$ cat config.mk
export PLATFORM = sky130hd
export DESIGN_NAME = ld_buffer
export DESIGN_NICKNAME = d
export VERILOG_FILES = /design/src/rtl/ld_buffer.sv
export SDC_FILE = /design/constraint.sdc
export NUM_CORES = 1
export LEC_CHECK = 0
export ABC_CLOCK_PERIOD_IN_PS = 6200
export CELL_PAD_IN_SITES_DETAIL_PLACEMENT = 0
export CELL_PAD_IN_SITES_GLOBAL_PLACEMENT = 1
export CORE_MARGIN = 2
export CORE_UTILIZATION = 50
export CTS_BUF_LIST = sky130_fd_sc_hd__clkbuf_4
export DETAILED_ROUTE_END_ITERATION = 16
export GPL_ROUTABILITY_DRIVEN = 0
export PLACE_DENSITY_LB_ADDON = 0.1
export SYNTH_ARGS = -nofsm -noshare
export SYNTH_HDL_FRONTEND = slang
export SYNTH_SLANG_ARGS = --single-unit
$ cat constraint.sdc
create_clock -name clock -period 6.2 [get_ports clock]
set_input_delay 0.62 -clock clock [delete_from_list [all_inputs] [get_ports clock]]
set_output_delay 0.62 -clock clock [all_outputs]
set_load 0.005 [all_outputs]
$ cat src/rtl/ld_buffer.sv
// rtl/ld_buffer.sv - load-data buffer between the vector AGU and the lane, with credit-based stall.
module ld_buffer #(
  parameter int DATA_W = 32,
  parameter int ADDR_W = 16,
  parameter int DEPTH  = 8
) (
  input  logic              clock,
  input  logic              reset,
  input  logic              I_Req,
  input  logic [ADDR_W-1:0] I_Address,
  input  logic              I_End_Access,
  output logic              O_Stall,
  output logic              O_Mem_Req,
  output logic [ADDR_W-1:0] O_Mem_Addr,
  input  logic              I_Mem_Rd_Valid,
  input  logic [DATA_W-1:0] I_Mem_Rd_Data,
  output logic              O_Valid,
  output logic [DATA_W-1:0] O_Data,
  input  logic              I_Ready,
  output logic              O_Done,
  output logic              O_Error
);

  localparam int CW = $clog2(DEPTH + 1);
  localparam int PW = $clog2(DEPTH);

  typedef enum logic [1:0] {S_IDLE, S_ACTIVE, S_DRAIN} state_t;

  state_t            state_q, state_d;
  logic [CW-1:0]     credit_q, credit_d;
  logic [CW-1:0]     out_q, out_d;
  logic [CW-1:0]     count_q, count_d;
  logic [PW-1:0]     wr_ptr_q, rd_ptr_q;
  logic [DATA_W-1:0] fifo_q [DEPTH];
  logic              mem_req_q;
  logic [ADDR_W-1:0] mem_addr_q;
  logic              error_q, error_d;
  logic              done;
  logic              stall, empty, accept, pop, push;

  // Credits reserve a FIFO slot at Accept, so the stall never depends on I_Req.
  assign stall  = (credit_q == CW'(DEPTH));
  assign empty  = (count_q == '0);
  assign accept = I_Req & ~stall;
  assign pop    = ~empty & I_Ready;
  assign push   = I_Mem_Rd_Valid & (out_q != '0);

  always_comb begin
    credit_d = credit_q;
    if (accept && !pop)      credit_d = credit_q + 1'b1;
    else if (!accept && pop) credit_d = credit_q - 1'b1;

    out_d = out_q;
    if (mem_req_q && !push)      out_d = out_q + 1'b1;
    else if (!mem_req_q && push) out_d = out_q - 1'b1;

    count_d = count_q;
    if (push && !pop)      count_d = count_q + 1'b1;
    else if (!push && pop) count_d = count_q - 1'b1;
  end

  always_comb begin
    state_d = state_q;
    done    = 1'b0;
    case (state_q)
      S_IDLE: begin
        if (I_End_Access) state_d = S_DRAIN;
        else if (accept)  state_d = S_ACTIVE;
      end
      S_ACTIVE: begin
        if (I_End_Access) state_d = S_DRAIN;
      end
      S_DRAIN: begin
        if (credit_q == '0 && out_q == '0) begin
          state_d = S_IDLE;
          done    = 1'b1;
        end
      end
      default: state_d = S_IDLE;
    endcase
  end

  assign error_d = error_q
                 | (I_Req & stall)
                 | (I_Mem_Rd_Valid & (out_q == '0))
                 | (accept & (state_q == S_DRAIN));

  always_ff @(posedge clock or negedge reset) begin
    if (!reset) begin
      state_q    <= S_IDLE;
      credit_q   <= '0;
      out_q      <= '0;
      count_q    <= '0;
      wr_ptr_q   <= '0;
      rd_ptr_q   <= '0;
      mem_req_q  <= 1'b0;
      mem_addr_q <= '0;
      error_q    <= 1'b0;
    end else begin
      state_q   <= state_d;
      credit_q  <= credit_d;
      out_q     <= out_d;
      count_q   <= count_d;
      mem_req_q <= accept;
      error_q   <= error_d;
      if (accept) mem_addr_q <= I_Address;
      if (push)   wr_ptr_q   <= wr_ptr_q + 1'b1;
      if (pop)    rd_ptr_q   <= rd_ptr_q + 1'b1;
    end
  end

  // Data array is deliberately left out of reset.
  always_ff @(posedge clock) begin
    if (push) fifo_q[wr_ptr_q] <= I_Mem_Rd_Data;
  end

  assign O_Stall    = stall;
  assign O_Mem_Req  = mem_req_q;
  assign O_Mem_Addr = mem_addr_q;
  assign O_Valid    = ~empty;
  assign O_Data     = empty ? '0 : fifo_q[rd_ptr_q];
  assign O_Done     = done;
  assign O_Error    = error_q;

endmodule
# Yosys cells after proc, flatten, opt, wreduce, memory -nomap -nowiden
# Memories as Yosys holds them, arrays and structs flattened.
# Cells that the tools add are included.
# W data, S select, Z words.
word_totals:
  regBits: 38
  latchBits: 0
  ramBits: 256
  romBits: 0
  out_inout_bits: 53
  elab_cells: 71
  mem_count: 1
classes:
  n_addsub: 8
  n_mul: 0
  div_mod_pow: 0
  order_cmp: 0
  n_eq_ne: 6
  n_shift: 0
  muxes: 16
  bitwise: 11
  n_reduce_logical: 20
memory_table:
  columns: ["memory", "depth", "width", "read_ports", "rd_clocked_by_memory_dff", "write_ports", "line", "rtl"]
  rows:
  - ["fifo_q", 8, 32, 1, 0, 1, "34", "logic [DATA_W-1:0] fifo_q [DEPTH];"]
ops:
  columns: ["cell", "count"]
  rows:
  - ["$mux W32", 1]
  - ["$mux W4", 6]
  - ["$add A4 B1 Y4 const B", 3]
  - ["$logic_not A4 Y1", 3]
  - ["$sub A4 B1 Y4 const B", 3]
  - ["$mux W2", 4]
  - ["$logic_and A1 B1 Y1", 7]
  - ["$add A3 B1 Y3 const B", 2]
  - ["$and A1 B1 Y1", 6]
  - ["$pmux W2 S3", 1]
  - ["$reduce_bool A2 Y1", 3]
  - ["$eq A4 B4 Y1 const B", 1]
  - ["$logic_not A1 Y1", 4]
  - ["$mux W1", 4]
  - ["$ne A2 B2 Y1 const B", 2]
  - ["$reduce_bool A4 Y1", 1]
  - ["$ne A3 B3 Y1 const B", 1]
  - ["$or A1 B1 Y1", 3]
  - ["$reduce_and A3 Y1", 1]
  - ["$eq A2 B1 Y1 const B", 1]
  - ["$eq A2 B2 Y1 const B", 1]
  - ["$logic_not A2 Y1", 1]
  - ["$not A1 Y1", 2]

# Depth between registers and ports, before layout
logic_depth:
  ltp_word: 7
  mapped_depth: 10

# Least setup slack after synthesis
# OpenSTA, ideal clock, no wires.
synth_timing:
  path_kind: "in2reg"
  start: "in I_Mem_Rd_Valid"
  end: "mem fifo_q[0][0] (enable)"
  arrival_ns: 3.192
  setup_slack_ns: 2.547
  path_stages: 4
  path_cell_list: "o41ai_1 inv_1 nand2b_1 nor3_1"
synth_between:
  elab_chain_len: 3
synth_lines:
  columns: ["element", "line", "rtl"]
  rows:
  - ["start: declaration", "15", "input logic I_Mem_Rd_Valid,"]
  - ["$and A1 B1 Y1", "46", "assign push = I_Mem_Rd_Valid & (out_q != '0);"]
  - ["net push", "39", "logic stall, empty, accept, pop, push;"]
  - ["$mux W1", "114", "if (push) fifo_q[wr_ptr_q] <= I_Mem_Rd_Data;"]
  - ["$mux W1 (not written as such)", "114", null]
  - ["end: declaration", "34", null]
# The timed path passes the listed nets, and every way through them passes these cells.

# Worst setup path after layout
layout_timing:
  start: "reg rd_ptr_q[0]"
  end: "out O_Data[11]"
layout_between:
  elab_chain_len: 2
layout_lines:
  columns: ["element", "line", "rtl"]
  rows:
  - ["start: declaration", "33", "logic [PW-1:0] wr_ptr_q, rd_ptr_q;"]
  - ["start signal: assignment", "108", "if (pop) rd_ptr_q <= rd_ptr_q + 1'b1;"]
  - ["$mem_v2 Z8 W32", null, null]
  - ["$mux W32", "121", "assign O_Data = empty ? '0 : fifo_q[rd_ptr_q];"]
  - ["end: declaration", "18", "output logic [DATA_W-1:0] O_Data,"]
# No other way between the ends.

==> flow_results.org <==
** STA
- At the pin with the least slew margin, the transition time is 1.068 ns.
- Fin crit period :: 4.146 ns
- RSZ-0062 raised after global routing :: false
- Across the routed clock network, the largest skew measured is 0.03513 ns.
- Worst max-slew margin expressed relative to the limit :: 28.67%
- Based on the critical path, the design can be clocked at up to 241.2 MHz.
- Count of pins over their slew limit :: 0
- After layout, the worst path uses 66.87% of the clock period.
- Setup violations remaining at the end of the flow were counted as 0.
- Post-route setup TNS :: 0 ns
- Once routing completed, OpenROAD measured the worst setup slack at 2.054 ns.
- The final hold violation count was 0.

** CTS
- Count of instances resized after the clock tree is built :: 0
- Number of setup buffers added after CTS :: 0
- Hold bufs inserted after CTS :: 0
- Root cell of the clock tree :: clkbuf_4
- Clock latency reported for the late side of the worst-skew pair :: 0.68 ns
- TritonCTS built the clock tree.
- CTS built an H-tree with a depth of 3.
- Clock-pin slew reported for the worst setup and hold paths after clock tree synthesis :: 0.07 ns
- Maximum clock insertion buffer count :: 3
- CTS saw 294 sinks.
- Number of CTS-inserted buffers :: 76

** Worst setup path
- Capturing element type of the critical path :: output port
- In this run the register-to-register setup slack is 3.01 ns.
- Data arrives at the worst endpoint at 3.53 ns.
- Critical Path Slowest Stage Cell :: dfrtp_4
- Worst Path Max Fanout :: 49
- On the critical path the largest part of the delay comes from flip-flops.
- CP Launch Type :: register
- Largest stage delay, worst path :: 1.09 ns
- CP Buf/Inv Count :: 2
- Critical Path RT :: 5.58 ns
- Total stage count of the critical path :: 4
- The critical path is of the register to output port type.
- The signal on the critical path passes through buf_4 > mux4_2 > a22o_1 > clkdlybuf4s50_1.
- Worst-case reg-to-reg path depth :: 9

** Global route
- Across every metal layer, demand over resource in global routing totals 19.58%.
- Pin count of the biggest net entering global routing :: 50
- First-pass GRT wire length :: 35570 um
- The via count of the first global-routing pass is 6571.
- GR Overflow Total :: 0
- Number of antenna violations at the first check in global routing :: 1

** Placed design
- Prior to clock tree synthesis, the placed netlist has a worst setup slack of 2.647 ns.
- Port buffering added 106 buffers.
- Detail Placement HPWL :: 12510 um

** Logic synthesis
- edfxtp_1 takes more of the synthesized area than any other cell.
- The share of the Yosys chip area taken by registers is 74.70%.
- Top flip-flop cell by instance count after synthesis :: edfxtp_1
- Leading cell types by total area after synthesis :: edfxtp_1 66%, mux4_2 12%, dfrtp_1 8.2%
- Synth Instances :: 551
- Combined area of all synthesized cells :: 0.01156 mm^2
- In this run, distinct cell masters in the synthesized netlist total 36.
- Syn_nets :: 619
- Number of flops mapped to enable cells by yosys :: 256
- Portion of synthesized cell area occupied by the leading cell type :: 66.48%
- Synth Register Bits :: 294
- A synthesized cell averages 20.99 um^2.
- For this run, asynchronously set or reset flops after synthesis account for 12.93%.
- Count of warnings emitted by yosys :: 0

** Floorplan
- In this run the horizontal extent of the chip is 156.1 um.
- In this run the core area contains 55 standard-cell rows.
- Die footprint :: 0.02436 mm^2
- The die is 156.1 um tall.
- 107 I/O pins were placed.
- The floorplan step defined a core boundary enclosing 0.02264 mm^2.
- Starting Density :: 51.07%

** Hold path
- Worst min-delay path class :: input port to asynchronous set/reset pin

** Pwr
- Power spread over the standard cell area amounts to 466.9 mW/mm^2.
- Switching portion of total power :: 29.67%
- Reported net switching power :: 0.001921 W
- In this run, the combinational gates consume 32.3% of the power.
- Cell internal power dissipation :: 0.004555 W
- Flop pwr share :: 42.9%
- Worst vdd ir :: 0.2400 mV
- The clock network is responsible for 24.7% of the overall power.
- Static leakage power :: 4.719 nW

** Final layout
- In the final layout, the multi-input gates occupy 0.002776 mm^2.
- The final layout contains 786 nets.
- Growth of design area from synthesis to finish :: 19.95%
- Counting the fill cells in the layout gives 1615.
- Across the whole layout, storage elements account for 0.008643 mm^2.
- In the final layout, the share of cells above drive strength 1 is 28.89%.

** Run
- Max cap viols :: 0

** Routing
- Post-detailed-route DRC marker count :: 0
- For this run, the detailed router's first-pass iteration total came to 4.
- In the final routed layout, each cell accounts on average for 21.48 um.
- In the routed layout, each cell is associated on average with a via count of 5.646.
- Highest signal layer in the routed design :: met4
- In this run the remaining antenna-violating nets after routing total 0.
- Total detailed-routing wirelength :: 22580 um
- Vias post-DR :: 5934
- Met2 wirelength from detailed routing :: 11350 um
- Detailed-routed wire length on met3 :: 1184 um
- For this block, wires on met1 add up to 9676 um.
- For this block, the initial DRC count from the detailed router was 346.

** Run status
- Result of the run :: finished clean
layer usage:
metal	GRT usage (%)	vias to the layer above
met1	24.81	3075
met5	0	-
met3	5.056	30
met2	32.62	161
li1	-	2668
met4	7.820	0
path summary, 6_finish.rpt:
path | endpoint | start
hold / removal | O_Mem_Addr[2] | reset
max in group asynchronous | rd_ptr_q[0] | reset
setup / recovery | O_Data[11] | rd_ptr_q[0]
min in group clock | state_q[0] | state_q[1]
setup reg to reg | credit_q[3] | credit_q[0]
hold reg to reg | state_q[0] | state_q[1]
power groups by stage:
stage / Sequential, W / Combinational (W) / Clock (W)
2_1_floorplan: 0.00266 / 0.00143 / 0
3_3_place_gp: 0.00281 / 0.00208 / 0
3_5_place_dp: 0.00283 / 0.00213 / 0
4_1_cts: 0.00279 / 0.00214 / 0.00167
5_1_grt: 0.00283 / 0.00227 / 0.00177
6_report: 0.00278 / 0.00209 / 0.00160
cell usage in the layout (no fill, tap or decap), drive strengths merged, types with 2 or more instances in the layout:
| cell type | instances |
|---|---|
| a2111o | 3 |
| a22o | 32 |
| o211ai | 6 |
| bufinv | 2 |
| xnor2 | 9 |
| edfxtp | 256 |
| nand2b | 4 |
| mux2 | 20 |
| or3 | 4 |
| clkbuf | 105 |
| nor3 | 7 |
| clkinv | 16 |
| clkinvlp | 2 |
| nor2 | 7 |
| nand3 | 7 |
| clkdlybuf4s50 | 105 |
| buf | 11 |
| inv | 8 |
| mux4 | 64 |
| ha | 11 |
| nand3b | 3 |
| or4 | 5 |
| fa | 3 |
| a21oi | 7 |
| o21ai | 3 |
| mux2i | 3 |
| dfrtp | 38 |
| nand2 | 17 |
stage by stage:
step           power (W)  util [%]  cells  area (um^2)  hold WS [ns]
6_report        0.006476     61.27   1051        13870       0.07362
5_1_grt         0.006866     61.27   1051        13870        0.1063
4_1_cts         0.006592     61.25   1050        13870       0.05020
3_5_place_dp    0.004956     57.14    925        12940        0.4674
3_3_place_gp    0.004882     57.14    925        12940        0.4452
2_1_floorplan   0.004091         -    551        11560        0.3244
state kept, by name, summed over array words and instances (netlist names), 2 cells and up:
register / count
count_q: 4
state_q: 2
wr_ptr_q: 3
fifo_q: 256
out_q: 4
rd_ptr_q: 3
credit_q: 4
O_Mem_Addr: 16
synth_stat cells (all sizes together), types with 4 or more instances:
| cell | instances |
|---|---|
| a22o | 32 |
| inv | 8 |
| clkbuf | 8 |
| nand2 | 17 |
| ha | 11 |
| mux2 | 20 |
| dfrtp | 38 |
| nand2b | 4 |
| a21oi | 7 |
| edfxtp | 256 |
| mux4 | 64 |
| nor2 | 7 |
| xnor2 | 9 |
| nand3 | 7 |
| or4 | 5 |
| buf | 19 |
| nor3 | 7 |
| or3 | 4 |
| o211ai | 6 |
worst reg2reg max path: stages (launching register included):
cell	delay (ns)
dfrtp_1	0.46
or4b_1	0.62
nand2_2	0.37
inv_1	0.12
ha_1	0.28
inv_1	0.16
ha_1	0.31
or4_1	0.54
o211ai_1	0.11
o211ai_1	0.10
cell type report:
type                            instances  share of cell area, %
Multi-Input combinational cell        222                  20.02
Timing Repair Buffer                  116                  8.154
Clock buffer                          105                  5.683
Sequential cell                       294                  62.31
Clock inverter                         20                  1.028
Antenna cell                            1                0.01804
Inverter                                8                 0.2165
Tap cell                              285                  2.571
cell families after synthesis:
logic type	share of synthesized area [%]
AOI/OAI and AO/OA	3.744
adders and majority gates	1.710
DFF	74.70
and+or+nand+nor	2.662
muxes	14.67
buffers and inverters	1.829
xor gates and xnor gates	0.6817
Note: power is estimated with default switching activity, not from simulation.
